File: config.mk
export PLATFORM = sky130hd
export DESIGN_NAME = tick_ctrl
export DESIGN_NICKNAME = d
export VERILOG_FILES = /design/src/rtl/tick_ctrl.sv
export SDC_FILE = /design/constraint.sdc
export NUM_CORES = 1
export LEC_CHECK = 0
export BUFFER_PORTS_ARGS = -buffer_cell sky130_fd_sc_hd__buf_2
export CAP_MARGIN = 20
export CORE_MARGIN = 5
export CORE_UTILIZATION = 52
export CTS_BUF_LIST = sky130_fd_sc_hd__clkbuf_16
export CTS_CLUSTER_SIZE = 12
export DETAILED_ROUTE_END_ITERATION = 7
export PLACE_DENSITY = 0.86
export SYNTH_ARGS = -nofsm -noshare
export SYNTH_HDL_FRONTEND = slang
export SYNTH_SLANG_ARGS = --single-unit
File: constraint.sdc
create_clock -name clk_i -period 2.2 [get_ports clk_i]
set_clock_uncertainty 0.2 [all_clocks]
set_input_delay 0.22 -clock clk_i [delete_from_list [all_inputs] [get_ports clk_i]]
set_output_delay 0.22 -clock clk_i [all_outputs]
set_load 0.02 [all_outputs]
File: src/rtl/tick_ctrl.sv
// rtl/tick_ctrl.sv - single-clock tick scheduler: main/baud enables, runtime baud divisor, restart watchdog
// Optional feature macro: TICK_CTRL_CFG_EN (runtime divisor handshake and config FSM).
module tick_ctrl #(
    parameter int MAIN_DIV    = 4,
    parameter int BAUD_W      = 16,
    parameter int BAUD_DIV    = 104,
    parameter int TIMER_W     = 24,
    parameter int TIMER_TICKS = 12000000
) (
    input  logic              clk_i,
    input  logic              rst_i,
    output logic              main_en_o,
    output logic              baud_en_o,
    input  logic [BAUD_W-1:0] cfg_div_i,
    input  logic              cfg_valid_i,
    output logic              cfg_ready_o,
    input  logic              timer_arm_i,
    input  logic              timer_kick_i,
    output logic              restart_o
);

    localparam int                 MW    = (MAIN_DIV > 1) ? $clog2(MAIN_DIV) : 1;
    localparam logic [MW-1:0]      MLAST = MW'(MAIN_DIV - 1);
    localparam logic [MW-1:0]      MONE  = MW'(1);
    localparam logic [BAUD_W-1:0]  BDEF  = BAUD_W'(BAUD_DIV);
    localparam logic [BAUD_W-1:0]  BONE  = BAUD_W'(1);
    localparam logic [TIMER_W-1:0] TLAST = TIMER_W'(TIMER_TICKS - 1);
    localparam logic [TIMER_W-1:0] TONE  = TIMER_W'(1);

    logic [MW-1:0]      mcnt;
    logic [BAUD_W-1:0]  bcnt;
    logic [BAUD_W-1:0]  div;
    logic [TIMER_W-1:0] tcnt;
    logic               main_tick;
    logic               baud_tick;
    logic               bcnt_last;

    assign main_tick = (mcnt == MLAST);
    assign bcnt_last = (bcnt == div - BONE);
    assign baud_tick = main_tick && bcnt_last;

    // Enables are forced low while reset is held, even if counters were mid-period.
    assign main_en_o = main_tick & ~rst_i;
    assign baud_en_o = baud_tick & ~rst_i;

    always_ff @(posedge clk_i) begin
        if (rst_i) begin
            mcnt <= '0;
        end else if (main_tick) begin
            mcnt <= '0;
        end else begin
            mcnt <= mcnt + MONE;
        end
    end

    always_ff @(posedge clk_i) begin
        if (rst_i) begin
            bcnt <= '0;
        end else if (main_tick) begin
            bcnt <= bcnt_last ? '0 : bcnt + BONE;
        end
    end

`ifdef TICK_CTRL_CFG_EN
    typedef enum logic {
        C_IDLE,
        C_PEND
    } cstate_t;

    cstate_t           cstate;
    logic [BAUD_W-1:0] pend;

    assign cfg_ready_o = rst_i | (cstate == C_IDLE);

    // A new divisor is only swapped in on a baud boundary so the running period keeps the old one.
    always_ff @(posedge clk_i) begin
        if (rst_i) begin
            cstate <= C_IDLE;
            pend   <= '0;
            div    <= BDEF;
        end else begin
            case (cstate)
                C_IDLE: begin
                    if (cfg_valid_i) begin
                        pend   <= (cfg_div_i == '0) ? BONE : cfg_div_i;
                        cstate <= C_PEND;
                    end
                end
                C_PEND: begin
                    if (baud_tick) begin
                        div    <= pend;
                        cstate <= C_IDLE;
                    end
                end
                default: cstate <= C_IDLE;
            endcase
        end
    end
`else
    logic unused_cfg;

    assign unused_cfg  = ^{cfg_div_i, cfg_valid_i};
    assign div         = BDEF;
    assign cfg_ready_o = 1'b0;
`endif

    typedef enum logic [1:0] {
        W_OFF,
        W_RUN,
        W_FIRED
    } wstate_t;

    wstate_t wstate;
    logic    at_term;

    assign at_term   = (wstate == W_RUN) && main_tick && (tcnt == TLAST);
    // A kick landing on the terminal tick wins over the restart.
    assign restart_o = at_term & ~timer_kick_i & ~rst_i;

    always_ff @(posedge clk_i) begin
        if (rst_i || !timer_arm_i) begin
            wstate <= W_OFF;
            tcnt   <= '0;
        end else begin
            case (wstate)
                W_OFF: begin
                    wstate <= W_RUN;
                    tcnt   <= '0;
                end
                W_RUN: begin
                    if (timer_kick_i) begin
                        tcnt <= '0;
                    end else if (main_tick) begin
                        if (tcnt == TLAST) begin
                            wstate <= W_FIRED;
                            tcnt   <= '0;
                        end else begin
                            tcnt <= tcnt + TONE;
                        end
                    end
                end
                W_FIRED: begin
                    tcnt <= '0;
                    if (timer_kick_i) begin
                        wstate <= W_RUN;
                    end
                end
                default: begin
                    wstate <= W_OFF;
                    tcnt   <= '0;
                end
            endcase
        end
    end

endmodule
==> results.md <==
* Status: finished with violations
* Failing checks: negative setup slack
* I/O pin cnt at 25
* Area grow syn2layout at 25.13%
* Fraction of layout cells with a size suffix above 1 at 0.2345
* Worst R2R Path Depth at 5
* Via/cell ratio at 6.094
* Hold Path Class: input port to flip-flop
* Antenna viol nets, final at 0
* Mapped cell area at 0.002196 mm²
* Post-DP HPWL at 3149 µm
* Number of global-route vias before repair at 1857
* Die Height at 74.99 µm
* TritonCTS Sinks at 44
* Pins Over Slew Limit at 0
* Worst endpoint required time at 1780 ps
* DRC at 0
* TritonCTS clock tree: done
* Die X at 74.99 µm
* Final setup violation count at 1
* Final period utilization at 1.008
* Sequential share of the synthesized area at 0.4011
* CP arrival at 1800 ps
* Drt pass-1 iters at 4
* Post-synthesis net count at 287
* Clock insertion delay at the later pin of the skew report at 280 ps
* Synth top area share at 0.4011
* Overall die area at 0.005623 mm²
* Final Hold Fails at 0
* Critical Path Max Stage Delay at 350 ps
* Power per cell area at 709.8 mW/mm²
* Yosys top cell by area: dfxtp_1
* # port buffers at 6
* Initial antenna violation count at 0
* Fin cells at 340
* Overflow after GRT at 0
* Final WS setup at -18.28 ps
* RSZ-0062 raised after global routing: true
* Crit path max fanout at 10
* Initial Util at 0.5412
* Cells along the critical path: ha_4, buf_6, inv_1, buf_4, nor3_1, buf_2
* #FFs+latches synth at 44
* Max-cap viol count at 0
* Average wire per standard cell at 15.23 µm
* Setup_tns at -18.28 ps
* DRT iter0 DRCs at 136
* Met2 wire length at 2524 µm
* Cell variety after synth at 42
* Startpoint Class: flip-flop
* DRT Wirelength at 5179 µm
* Top Layer Used: met4
* Placed cell count at 327
* Avg Cell Area, Syn at 8.349 µm²
* Global-route wire length before repair at 8273 µm
* Largest net degree at the start of global routing at 24
* Met3 wire length at 292 µm
* Number of synthesized flops with an enable pin at 0
* Antenna diodes at 0
* Max IR drop VDD at 0.4828 mV
* CTS Buffer Depth at 2
* Clk root buf: clkbuf_16
* Inserted Clock Buffers at 5
* Worst hold stages at 2
* Leak pwr at 0.0008440 µW
* Post-route minimum period at 2218 ps
* Crit path max-delay cell type: dfxtp_2
* F_max at 0.4508 GHz
* All-Layer GR Usage at 0.1899
* Vias at 2072
* Clk slew on worst S/H paths at 60 ps
* Cells after Synth at 263
* Dominant synthesized flop cell: dfxtp_1
* Critical Path End Type: output pin
* Met1 WL at 2265 µm
* Area contributors post-synth: dfxtp_1 (40%), xnor2_1 (5.6%), nor2_1 (3.9%)
* Ys Warns at 0
* CP Class: flip-flop to output pin
* Final RePlAce weighted congestion at 0.8314
* # rows at 23
* Fraction of registers with async set/reset at 0
* Layout Nets at 313
* Pwr Total at 1950 µW
* Hold WS at 19.20 ps
* Core footprint at 0.004058 mm²
* CTS H-tree lvls at 2
layout by cell type (no fill, tap or decap), drive strengths merged, types with 2 or more instances in the layout:
| cell | Yosys | final |
|---|---|---|
| bufinv | 0 | 3 |
| a211oi | 11 | 11 |
| nor4b | 3 | 3 |
| ha | 3 | 3 |
| nand2 | 20 | 20 |
| nand4 | 14 | 14 |
| and4 | 2 | 2 |
| xnor2 | 14 | 14 |
| clkbuf | 10 | 5 |
| or4 | 6 | 6 |
| o21ai | 12 | 12 |
| and3 | 4 | 4 |
| dfxtp | 44 | 44 |
| inv | 8 | 8 |
| nor4 | 11 | 11 |
| o211ai | 2 | 2 |
| nor3 | 12 | 12 |
| a21oi | 10 | 10 |
| nand3b | 3 | 3 |
| nor3b | 3 | 3 |
| nand3 | 14 | 14 |
| o31ai | 5 | 5 |
| xor2 | 6 | 6 |
| nor2 | 23 | 23 |
| or3 | 9 | 9 |
| buf | 4 | 32 |
state kept, by name, indices dropped and copies added, names as in the netlist:
name	flops
tcnt	24
bcnt	16
mcnt	2
wstate	2
final timing paths:
| path | start | slack, ps | endpoint |
|---|---|---|---|
| hold / removal | rst_i | 20 | bcnt[1]$_SDFFE_PP0P_ |
| setup / recovery | mcnt[0]$_SDFF_PP0_ | -20 | baud_en_o |
| hold reg to reg | mcnt[0]$_SDFF_PP0_ | 230 | mcnt[0]$_SDFF_PP0_ |
| setup reg to reg | mcnt[0]$_SDFF_PP0_ | 60 | tcnt[23]$_SDFFE_PP0P_ |
synthesized netlist by cell type (3+ instances only):
library cell	n
nand3_1	13
nand2_1	20
or3_1	9
o31ai_1	5
nand4_1	13
nor3_1	12
a21oi_1	10
buf_2	3
xnor2_1	14
nand3b_1	3
nor4_1	10
a211oi_1	10
nor4b_1	3
nor2_1	23
inv_1	8
or4_1	5
and3_1	4
nor3b_1	3
clkbuf_1	8
dfxtp_1	44
ha_1	3
xor2_1	6
o21ai_0	12
worst max-delay path: cells and delay by family, from the launching register on:
family	cells	cell delay [ps]
adders and majority gates	1	150
and+or+nand+nor	1	310
buffers and inverters	4	700
DFF	1	350
layout make-up:
cell class	instances	area (µm²)
flip-flops and latches	44	890.9
multi-input cells	197	1304
fillers	274	1310
well taps	50	62.56
repair buffers	33	245.2
clock buffers	5	125.1
inverters	8	30.03
clock inverters	3	90.09
cell families (layout without fill, tap and decap cells):
group	Yosys count	count (layout)	synth area share
compound gates	44	44	0.1282
xor+xnor	20	20	0.07977
fa+ha+maj	3	3	0.01710
buf+inv	22	49	0.04217
flops	44	44	0.4011
other cells	1	1	0.001708
simple gates	129	129	0.3299
repair_timing:
| action | in CTS | in global routing |
|---|---|---|
| endpoints found under the hold margin | 1 | 0 |
| gates resized for setup | 5 | 19 |
| pin swaps | 3 | 3 |
| endpoints found under the setup margin | 6 | 10 |
| hold buffers | 1 | 0 |
| buffers inserted | 2 | 2 |
layer usage:
| metal | vias to the layer above | track usage |
|---|---|---|
| met5 | - | 0 |
| met4 | 0 | 0.06522 |
| met3 | 13 | 0.04539 |
| met2 | 59 | 0.3133 |
| met1 | 978 | 0.2428 |
| li1 | 1022 | - |
metrics by stage:
step	utilization	area [µm²]	setup slack [ps]
floorplan	-	2223	54.40
global placement	0.5917	2401	28.12
detailed placement	0.5917	2401	-22.61
CTS	0.6577	2669	22.42
global route	0.6772	2748	-103.1
finish	0.6772	2748	-18.28
power by group:
part | internal (µW) | total (µW) | leakage [µW] | switching [µW]
Sequential | 805 | 813 | 0.000359 | 7.92
Combinational | 23.7 | 55.9 | 0.000381 | 32.3
Clock | 765 | 1080 | 0.000104 | 316
Total | 1590 | 1950 | 0.000844 | 356
No activity file was read; power rests on OpenSTA's default activity.
